<file path="config.mk">
export PLATFORM = sky130hd
export DESIGN_NAME = stream_framer_flat
export DESIGN_NICKNAME = d
export VERILOG_FILES = /design/src/rtl/stream_framer_if.sv /design/src/rtl/stream_framer.sv /design/src/flat_wrapper.sv
export SDC_FILE = /design/constraint.sdc
export NUM_CORES = 1
export LEC_CHECK = 0
export CAP_MARGIN = 40
export CORE_ASPECT_RATIO = 1.75
export CORE_MARGIN = 2
export CORE_UTILIZATION = 37
export CTS_BUF_LIST = sky130_fd_sc_hd__clkbuf_8
export CTS_CLUSTER_SIZE = 12
export DETAILED_ROUTE_END_ITERATION = 7
export GPL_ROUTABILITY_DRIVEN = 0
export PLACE_DENSITY_LB_ADDON = 0.08
export RECOVER_POWER = 25
export SYNTH_ARGS = -nofsm -noshare
export SYNTH_HDL_FRONTEND = slang
export SYNTH_SLANG_ARGS = --single-unit
</file>
<file path="constraint.sdc">
create_clock -name clk_i -period 5.2 [get_ports clk_i]
set_input_delay 0.78 -clock clk_i [delete_from_list [all_inputs] [get_ports clk_i]]
set_output_delay 0.78 -clock clk_i [all_outputs]
set_load 0.01 [all_outputs]
</file>
<file path="src/rtl/stream_framer_if.sv">
// axis_if: AXI-stream style bundle carrying the shared clock/reset with the stream signals
interface axis_if #(
  parameter int CH_NUM     = 2,
  parameter int DATA_WIDTH = 16
) (
  input logic clk_i,
  input logic rst_i
);
  logic                                tvalid;
  logic                                tready;
  logic [CH_NUM-1:0][DATA_WIDTH-1:0]   tdata;
  logic                                tlast;
  modport master (input clk_i, rst_i, tready, output tvalid, tdata, tlast);
  modport slave  (input clk_i, rst_i, tvalid, tdata, tlast, output tready);
endinterface

</file>
<file path="src/rtl/stream_framer.sv">
// stream_framer: FWFT sample FIFO feeding an AXI-stream master, sticky drop flag, optional
// tlast framing every frame_len_i beats when STREAM_FRAMER_TLAST_EN is defined.
module stream_framer #(
  parameter int CH_NUM      = 2,
  parameter int DATA_WIDTH  = 16,
  parameter int FIFO_DEPTH  = 16,
  parameter int FRAME_WIDTH = 16
) (
  axis_if.master                            m_axis,
  input  logic                              en_i,
  input  logic                              tvalid_i,
  input  logic [CH_NUM-1:0][DATA_WIDTH-1:0] tdata_i,
  input  logic [FRAME_WIDTH-1:0]            frame_len_i,
  input  logic                              clr_i,
  output logic                              overflow_o,
  output logic [$clog2(FIFO_DEPTH):0]       level_o
);
  localparam int AW = $clog2(FIFO_DEPTH);
  logic                              clk_i, rst_i;
  logic [CH_NUM-1:0][DATA_WIDTH-1:0] mem [FIFO_DEPTH];
  logic [AW-1:0]                     wr_ptr, rd_ptr;
  logic [AW:0]                       level;
  logic                              req, pop, push, drop, full;
  assign clk_i = m_axis.clk_i;
  assign rst_i = m_axis.rst_i;
  assign full  = level == (AW+1)'(FIFO_DEPTH);
  assign req   = tvalid_i && en_i;
  assign pop   = m_axis.tvalid && m_axis.tready;
  // a pop in the same cycle frees the slot, so a full FIFO can still accept
  assign push  = req && (!full || pop);
  assign drop  = req && !push;
  assign m_axis.tvalid = level != '0;
  assign m_axis.tdata  = mem[rd_ptr];
  assign level_o       = level;
  always_ff @(posedge clk_i)
    if (push) mem[wr_ptr] <= tdata_i;
  always_ff @(posedge clk_i) begin
    if (rst_i) begin
      wr_ptr     <= '0;
      rd_ptr     <= '0;
      level      <= '0;
      overflow_o <= 1'b0;
    end else begin
      if (push) wr_ptr <= wr_ptr + 1'b1;
      if (pop) rd_ptr <= rd_ptr + 1'b1;
      level      <= level + (AW+1)'(push) - (AW+1)'(pop);
      overflow_o <= drop || (overflow_o && !clr_i);
    end
  end
`ifdef STREAM_FRAMER_TLAST_EN
  logic [FRAME_WIDTH-1:0] beat_cnt, last_idx;
  assign last_idx    = frame_len_i == '0 ? '0 : frame_len_i - FRAME_WIDTH'(1);
  assign m_axis.tlast = m_axis.tvalid && beat_cnt >= last_idx;
  always_ff @(posedge clk_i) begin
    if (rst_i) beat_cnt <= '0;
    else if (pop) beat_cnt <= m_axis.tlast ? '0 : beat_cnt + 1'b1;
  end
`else
  logic unused_frame_len;
  assign unused_frame_len = ^frame_len_i;
  assign m_axis.tlast     = 1'b0;
`endif
endmodule

</file>
<file path="src/flat_wrapper.sv">
// flat-port wrapper written by rule: the top's interface ports become plain ports
module stream_framer_flat 
#(
  parameter int CH_NUM      = 2,
  parameter int DATA_WIDTH  = 16,
  parameter int FIFO_DEPTH  = 16,
  parameter int FRAME_WIDTH = 16
)
  (en_i, tvalid_i, tdata_i, frame_len_i, clr_i, overflow_o, level_o, clk_i, rst_i, m_axis_tready, m_axis_tvalid, m_axis_tdata, m_axis_tlast);
  axis_if #(.CH_NUM(CH_NUM), .DATA_WIDTH(DATA_WIDTH)) m_axis_i (.clk_i(clk_i), .rst_i(rst_i));
  input  logic en_i;
  input  logic tvalid_i;
  input  logic [CH_NUM-1:0][DATA_WIDTH-1:0] tdata_i;
  input  logic [FRAME_WIDTH-1:0] frame_len_i;
  input  logic clr_i;
  output logic overflow_o;
  output logic [$clog2(FIFO_DEPTH):0] level_o;
  input wire logic clk_i;
  input wire logic rst_i;
  input wire logic [$bits(m_axis_i.tready)-1:0] m_axis_tready;
  output wire logic [$bits(m_axis_i.tvalid)-1:0] m_axis_tvalid;
  output wire logic [$bits(m_axis_i.tdata)-1:0] m_axis_tdata;
  output wire logic [$bits(m_axis_i.tlast)-1:0] m_axis_tlast;
  assign m_axis_i.tready = m_axis_tready;
  assign m_axis_tvalid = m_axis_i.tvalid;
  assign m_axis_tdata = m_axis_i.tdata;
  assign m_axis_tlast = m_axis_i.tlast;
  stream_framer #(.CH_NUM(CH_NUM), .DATA_WIDTH(DATA_WIDTH), .FIFO_DEPTH(FIFO_DEPTH), .FRAME_WIDTH(FRAME_WIDTH)) u_core (.m_axis(m_axis_i), .en_i(en_i), .tvalid_i(tvalid_i), .tdata_i(tdata_i), .frame_len_i(frame_len_i), .clr_i(clr_i), .overflow_o(overflow_o), .level_o(level_o));
endmodule
</file>
# After elaboration in Yosys (flattened, before gate mapping)
# Memory sizes are Yosys's and may differ from the RTL's. A register that Yosys moved wholly into a read port is not among the register bits.
# Cells that the tools add are included.
[word_totals]
regBits = 14
latchBits = 0
ram_bits = 512
romBits = 0
in_bits = 54
out_inout_bits = 40
wordCells = 25
memories = 1
[op_classes]
addsub = 4
n_mul = 0
div = 0
order_cmp = 0
eq_ne = 1
shifts = 0
muxes = 4
n_bitwise = 0
n_reduce_logical = 11
[mem_list]
columns = ["memory", "depth", "width", "read_ports", "rd_clocked_by_memory_dff", "write_ports", "line_no", "text"]
rows = [
  ["u_core.mem", 16, 32, 1, 1, 1, "stream_framer.sv:20", "logic [CH_NUM-1:0][DATA_WIDTH-1:0] mem [FIFO_DEPTH];"],
]
[ops]
columns = ["cell", "count"]
rows = [
  ["$add A4 B1 Y4 const B", 2],
  ["$mux W4", 2],
  ["$add A5 B1 Y5", 1],
  ["$eq A5 B5 Y1 const B", 1],
  ["$logic_and A1 B1 Y1", 5],
  ["$reduce_bool A5 Y1", 1],
  ["$sub A5 B1 Y5", 1],
  ["$logic_not A1 Y1", 3],
  ["$logic_or A1 B1 Y1", 2],
  ["$mux W1", 2],
]

# Depth between registers and ports, before layout
# Gate-level depths: netlist of run 1.
[logic_depth]
depth_word = 7
ltp_mapped = 15
depth_no_buf = 14

# Worst setup path after synthesis of run 1
# Ideal clock, no wire load.
[synth_path]
path_type = "in2reg"
startpoint = "input m_axis_tready"
endpoint = "memory u_core.mem[3][0] (netlist name), enable pin"
setup_ps = 461
arrival_time_ps = 3304
required_time_ps = 4739
slack_ps = 1434
path_stages = 3
n_path_buf = 0
path_cell_list = "nand2b_1 o2111ai_1 nor3_1"
[synth_between]
elab_chain_cells = 5
[synth_rtl]
columns = ["element", "line_no", "text"]
rows = [
  ["from (decl)", "flat_wrapper.sv:20", "input wire logic [$bits(m_axis_i.tready)-1:0] m_axis_tready;"],
  ["$logic_and A1 B1 Y1", "stream_framer.sv:28", "assign pop = m_axis.tvalid && m_axis.tready;"],
  ["$logic_or A1 B1 Y1", "stream_framer.sv:30", "assign push = req && (!full || pop);"],
  ["$logic_and A1 B1 Y1", "stream_framer.sv:30", ""],
  ["$mux W1", "stream_framer.sv:36", "if (push) mem[wr_ptr] <= tdata_i;"],
  ["$mux W1 (implied by the code)", "stream_framer.sv:36", ""],
  ["to (decl)", "stream_framer.sv:20", ""],
]
# Every way passes these cells.

==> impl_metrics.toml, run 1 <==
[run_status]
status = "finished clean"

[synth]
yosysWarnings = 0
yosysTopAreaCellShare_pct = 76.5
synth.distinct_cells = 32
synth_common_cells = "edfxtp_1 (512), mux4_2 (128), a22oi_1 (64), nand2_1 (35), clkbuf_1 (20)"
yosysMostFrequentCell = "edfxtp_1"
syn_area_um2 = 20100
synth.area.top_cells = "edfxtp_1 (77%), mux4_2 (14%), a22oi_1 (2.4%), dfxtp_1 (1.8%), ha_1 (0.69%)"
synth-main-ff-cell = "edfxtp_1"
syn-mean-instance-area_um2 = 22.4
synthCells = 898
yosys.area.top_type = "edfxtp_1"
ys_seq_area_share_pct = 78.3
ys_ff_latch = 530
syn_nets = 964
async_flop_share_pct = 0
synth-edff-count = 512

[critical_path]
cp_cell_sequence = "buf_4 -> mux4_2 -> a22oi_1 -> nand2_1 -> clkdlybuf4s50_1"
cpLargestDelayFamily = "buffers and inverters"
r2r_cells = 14
worstReg2RegEnd = "u_core.level_o[4]$_SDFF_PP0_"
r2r_setup_slack_ns = 2.23
worstSetupPathDepth = 5
cp_data_required_time_ns = 4.42
critPathBufInv = 2
crit_type = "reg -> out"
worstPathArrival_ns = 3.35
cp_max_fo = 25
worstSetupEndpointType = "output port"
crit_path_end = "m_axis_tdata[22]"
max_stage_delay_ns = 0.72
critPathLaunchType = "flop"
r2r_start = "u_core.level_o[3]$_SDFF_PP0_"
critPathSlowestCell = "dfxtp_4"

[drt]
firstDrtPassIters = 6
vias = 9452
ant_nets = 0
drt_iter0_drc = 896
routed_via_density = 5.25
routedWlPerCell_um = 26.5
drc = 0
routed_wl_mm = 47.7

[grt]
grt-busiest-layer = "met2"
grt_use_met1_pct = 21.6
grt_overflow = 0
grt_pass1_wl_mm = 70.8
grtUsageMet2_pct = 30.5
grt_util_all_layers_pct = 17.3
grt_max_degree = 57
grt_pass1_vias = 10707
antenna_found_initial = 3
met3_usage_pct = 3.22

[clock_network]
cts_buffers = 80
hold_buffers = 0
cts_tree = "done"
htreeDepth = 3
clkTransAtPathRegs_ns = 0.07
cts_buffer_depth = 3
ctsRootBufferMaster = "clkbuf_8"
clock_sinks = 530
cts_setup_buffers = 0
clkLatencyLatePin_ns = 0.64
post_cts_resized = 0

[sta]
period_needed_ns = 4.13
worstMarginPinSlew_ns = 0.834
fin_tns_setup_ns = 0
grt_setup_unrepaired = "false"
relSlewSlack_pct = 44.3
fmax_mhz = 242
setup_viol = 0
clock_skew_ns = 0.0283
hold_viol_final = 0
slew_viol_final = 0
hold_slack_ns = 0.485
post-route-period-util_pct = 79.4

[cells_and_area]
drive_gt1_share_pct = 25.9
syn_to_final_growth_pct = 16.4
fin_nets = 1115

[power]
p_int_mw = 7.33
power_density_nw_per_um2 = 421
combPwrFrac_pct = 18.4
vdd_ir_drop_max_uv = 277
leakagePower_nw = 7.37
seq_power_share_pct = 49.5
p_sw_mw = 2.51
switching_share_pct = 25.5
power.share.clock_pct = 32.1

[placement]
portBuffers = 76
hpwlAfterDp_mm = 26.0

[die]
dieArea_um2 = 56200
io_pins = 94
core_um2 = 54000
die_h_um = 312
core.rowCount = 113
start_util_pct = 37.2
die_x_um = 180

[job]
drv_cap = 0

[min_path]
hold_path.class = "reg -> reg"
## cells in the final DEF, fill, tap and decap left out, types with 6 or more instances in the layout
cell             count
a22oi_1             64
and3_2              13
buf_4               34
clkbuf_8            86
clkdlybuf4s50_1     58
clkinv_1            23
clkinv_2             7
dfxtp_1             16
dlygate4sd3_1       18
edfxtp_1           512
ha_1                11
inv_1               35
mux4_2             128
nand2_1             35
nor2_1              11
nor2b_1              6
## power by group through the flow
stage / clock, mW / combinational [mW] / sequential, mW
6_report: 3.16 / 1.81 / 4.87
3_3_place_gp: 0 / 1.86 / 4.97
3_5_place_dp: 0 / 1.86 / 4.97
2_1_floorplan: 0 / 1.30 / 4.87
5_1_grt: 3.45 / 1.97 / 4.89
4_1_cts: 3.27 / 1.87 / 4.88
## cell families after synthesis
group | Yosys count | synth area share [%]
AND/OR/NAND/NOR | 87 | 2.12
adder cells (fa/ha/maj) | 12 | 0.785
buffers and inverters | 58 | 1.31
multiplexers | 129 | 14.4
flip-flops | 530 | 78.3
AO/OA/AOI/OAI | 73 | 2.67
other | 1 | 0.0187
XOR/XNOR | 8 | 0.349
## worst min path at each step
stage,start,end,slack (ns),depth (start not counted)
detailed placement,u_core.overflow_o$_SDFF_PP0_,u_core.overflow_o$_SDFF_PP0_,0.47,2
finish,u_core.overflow_o$_SDFF_PP0_,u_core.overflow_o$_SDFF_PP0_,0.48,2
CTS,u_core.overflow_o$_SDFF_PP0_,u_core.overflow_o$_SDFF_PP0_,0.48,2
floorplan,u_core.rd_ptr[1]$_SDFFE_PP0N_,flop,0.46,2
global route,u_core.overflow_o$_SDFF_PP0_,u_core.overflow_o$_SDFF_PP0_,0.52,2
global placement,u_core.overflow_o$_SDFF_PP0_,u_core.overflow_o$_SDFF_PP0_,0.47,2
## metrics by stage
step                      area (um^2)  setup WS, ns  std cells  total power [mW]  util [%]
final                           23400          1.07       1802              9.84      43.3
after global routing            23400         0.807       1802              10.3      43.3
after CTS                       23400         0.853       1801              10.0      43.3
after detailed placement        21900          1.56       1657              6.83      40.6
after global placement          21900          1.58       1654              6.82      40.5
after floorplan                 20100          1.43        898              6.17         -
## final cells by class
class | count | area, um^2
Antenna cell | 1 | 2.50
Clock buffer | 86 | 1180
Clock inverter | 58 | 264
Fill cell | 4765 | 30600
Inverter | 11 | 41.3
Multi-Input combinational cell | 310 | 4150
Sequential cell | 530 | 15700
Tap cell | 690 | 863
Timing Repair Buffer | 116 | 1140
## tightest hold or removal path: stages (launching register included)
cell	delay (ns)
dfxtp_1	0.31
nand2b_1	0.06
a21oi_1	0.06
## flip-flops by register name, summed over array words and instances, names as in the netlist, named ones only
name and cells:
u_core.level_o 5, u_core.mem 512, u_core.overflow_o 1, u_core.rd_ptr 4, u_core.wr_ptr 4
## metal layers
metal | up-vias | wire [um]
met5 | - | 11
met4 | 2 | 1050
met3 | 67 | 1770
met2 | 216 | 25200
met1 | 5083 | 19700
li1 | 4084 | -
No activity file was read; power rests on OpenSTA's default activity.
==> run 2, diff against run 1 <==
clock period = 3.6 ns   (was 5.2 ns; I/O delays follow)
==> run 2 against run 1 <==
Flip-flop and latch count stayed put. Clock skew shrank 0.0070 ns. Largest cell class unchanged. Register-to-register slack worse by 1.6 ns. Critical path type unchanged.
==> impl_metrics.toml, run 2 (synthesis results as in run 1) <==
[critical_path]
cp_cell_sequence = "buf_12 -> buf_12 -> mux4_2 -> a22oi_1 -> nand2_1 -> clkdlybuf4s50_1"
worstSetupEndpointType = "output port"
max_stage_delay_ns = 0.52
cpLargestDelayFamily = "buffers and inverters"
path_common_cell = "buf_12"
critPathSlowestCell = "mux4_2"
cp_max_fo = 26
critPathLaunchType = "flop"
cp_data_required_time_ns = 3.06
worstPathArrival_ns = 2.86
critPathBufInv = 3
crit_type = "reg -> out"

[cells_and_area]
layout_commonest_cell = "edfxtp_1"
final_cell_area_um2 = 23700
final_cell_mix = "edfxtp_1 (512), mux4_2 (128), clkbuf_8 (84)"
fillers = 4753
syn_to_final_growth_pct = 18.2
fin_nets = 1133
top_register = "u_core.mem"
largest_reg_flops = 512
multi_input_area_um2 = 4150
drive_gt1_share_pct = 26.7
fin_cells = 1820
seq_area_um2 = 15700

[sta]
layout_setup_ws_ns = 0.198
clock_skew_ns = 0.0212
setup_viol = 0
period_needed_ns = 3.40
grt_setup_unrepaired = "false"
fin_tns_setup_ns = 0
worstMarginPinSlew_ns = 0.842
hold_slack_ns = 0.497
fmax_mhz = 294
relSlewSlack_pct = 43.8
hold_viol_final = 0
post-route-period-util_pct = 94.5
slew_viol_final = 0

[die]
core_um2 = 54000
core.rowCount = 113
start_util_pct = 37.2
dieArea_um2 = 56200
die_x_um = 180
io_pins = 94
die_h_um = 312

[placement]
placed_area_um2 = 22100
hpwlAfterDp_mm = 23.9
dp_cells = 1656
portBuffers = 76
pre_cts_ws_ns = 0.668

[clock_network]
hold_buffers = 0
htreeDepth = 3
cts_buffers = 81
clkLatencyLatePin_ns = 0.66
ctsRootBufferMaster = "clkbuf_8"
clock_sinks = 530
cts_buffer_depth = 3
cts_tree = "done"
clkTransAtPathRegs_ns = 0.06

[grt]
grt_max_degree = 71
grt_pass1_wl_mm = 69.3
grt_overflow = 0
grt_util_all_layers_pct = 17.0
antenna_found_initial = 6
grt_pass1_vias = 10610

[drt]
routedWlPerCell_um = 25.9
wl_met3_mm = 2.08
highest_layer = "met5"
met1_length_mm = 18.9
drt_iter0_drc = 660
firstDrtPassIters = 5
routed_via_density = 5.25
drc = 0
wl_met2_mm = 25.2
ant_nets = 0
vias = 9552
routed_wl_mm = 47.1

[min_path]
hold_path.class = "reg -> reg"

[power]
power_density_nw_per_um2 = 606
vdd_ir_drop_max_uv = 390
leakagePower_nw = 7.55

[run_status]
status = "finished clean"

[job]
drv_cap = 0
-- run 2: cell types whose count changed in the layout (fill, tap and decap cells not counted), sizes merged --
| cell | delta |
|---|---|
| buf | +17 |
| clkinv | -14 |
| clkbuf | -2 |
| clkdlybuf4s50 | -2 |
| inv | +17 |
| dlygate4sd3 | +2 |
-- run 2: area by class of cell --
cell class / instances / area share, %
Sequential cell: 530 / 66.3
Clock inverter: 61 / 1.20
Inverter: 11 / 0.174
Timing Repair Buffer: 133 / 6.30
Clock buffer: 84 / 4.87
Antenna cell: 1 / 0.0105
Multi-Input combinational cell: 310 / 17.5
Tap cell: 690 / 3.64
-- run 2: metal layers --
layer  up-vias  global-route usage, %
met1      5126                   20.6
met2       223                   30.7
met3        75                   3.32
met5         -                      0
met4         6                   5.02
li1       4122                      -
-- run 2: worst paths after layout --
check                                                   from                      endpoint  slack, ns  cells past startpoint
worst max-delay path                                    flop               m_axis_tdata[3]       0.20                      6
worst min-delay path            u_core.overflow_o$_SDFF_PP0_  u_core.overflow_o$_SDFF_PP0_       0.50                      2
worst max register to register  u_core.level_o[2]$_SDFF_PP0_  u_core.level_o[4]$_SDFF_PP0_       0.66                     14
worst min register to register  u_core.overflow_o$_SDFF_PP0_  u_core.overflow_o$_SDFF_PP0_       0.50                      2
-- run 2: what timing repair did --
item	4_1_cts	5_1_grt
endpoints found under the setup margin	8	2
pin swaps	0	0
gates resized for setup	0	1
setup buffers	6	12
hold endpoints to repair	0	0
-- run 2: where the power goes --
part           switching (mW)  total [mW]  internal, mW  leakage (nW)
clock                    2.28        4.52          2.24         0.864
sequential             0.0698        6.93          6.86          4.76
combinational            1.29        2.94          1.65          1.92
-- run 2: metrics by stage --
step	utilization, %	power [mW]
2_1_floorplan	-	8.91
3_3_place_gp	41.0	9.93
3_5_place_dp	41.0	9.95
4_1_cts	43.8	14.6
5_1_grt	44.0	15.1
6_report	44.0	14.4
-- run 2: worst min-delay path, stage by stage (launching register included) --
cell and delay [ns]:
dfxtp_1 0.32, nand2b_1 0.07, a21oi_1 0.06
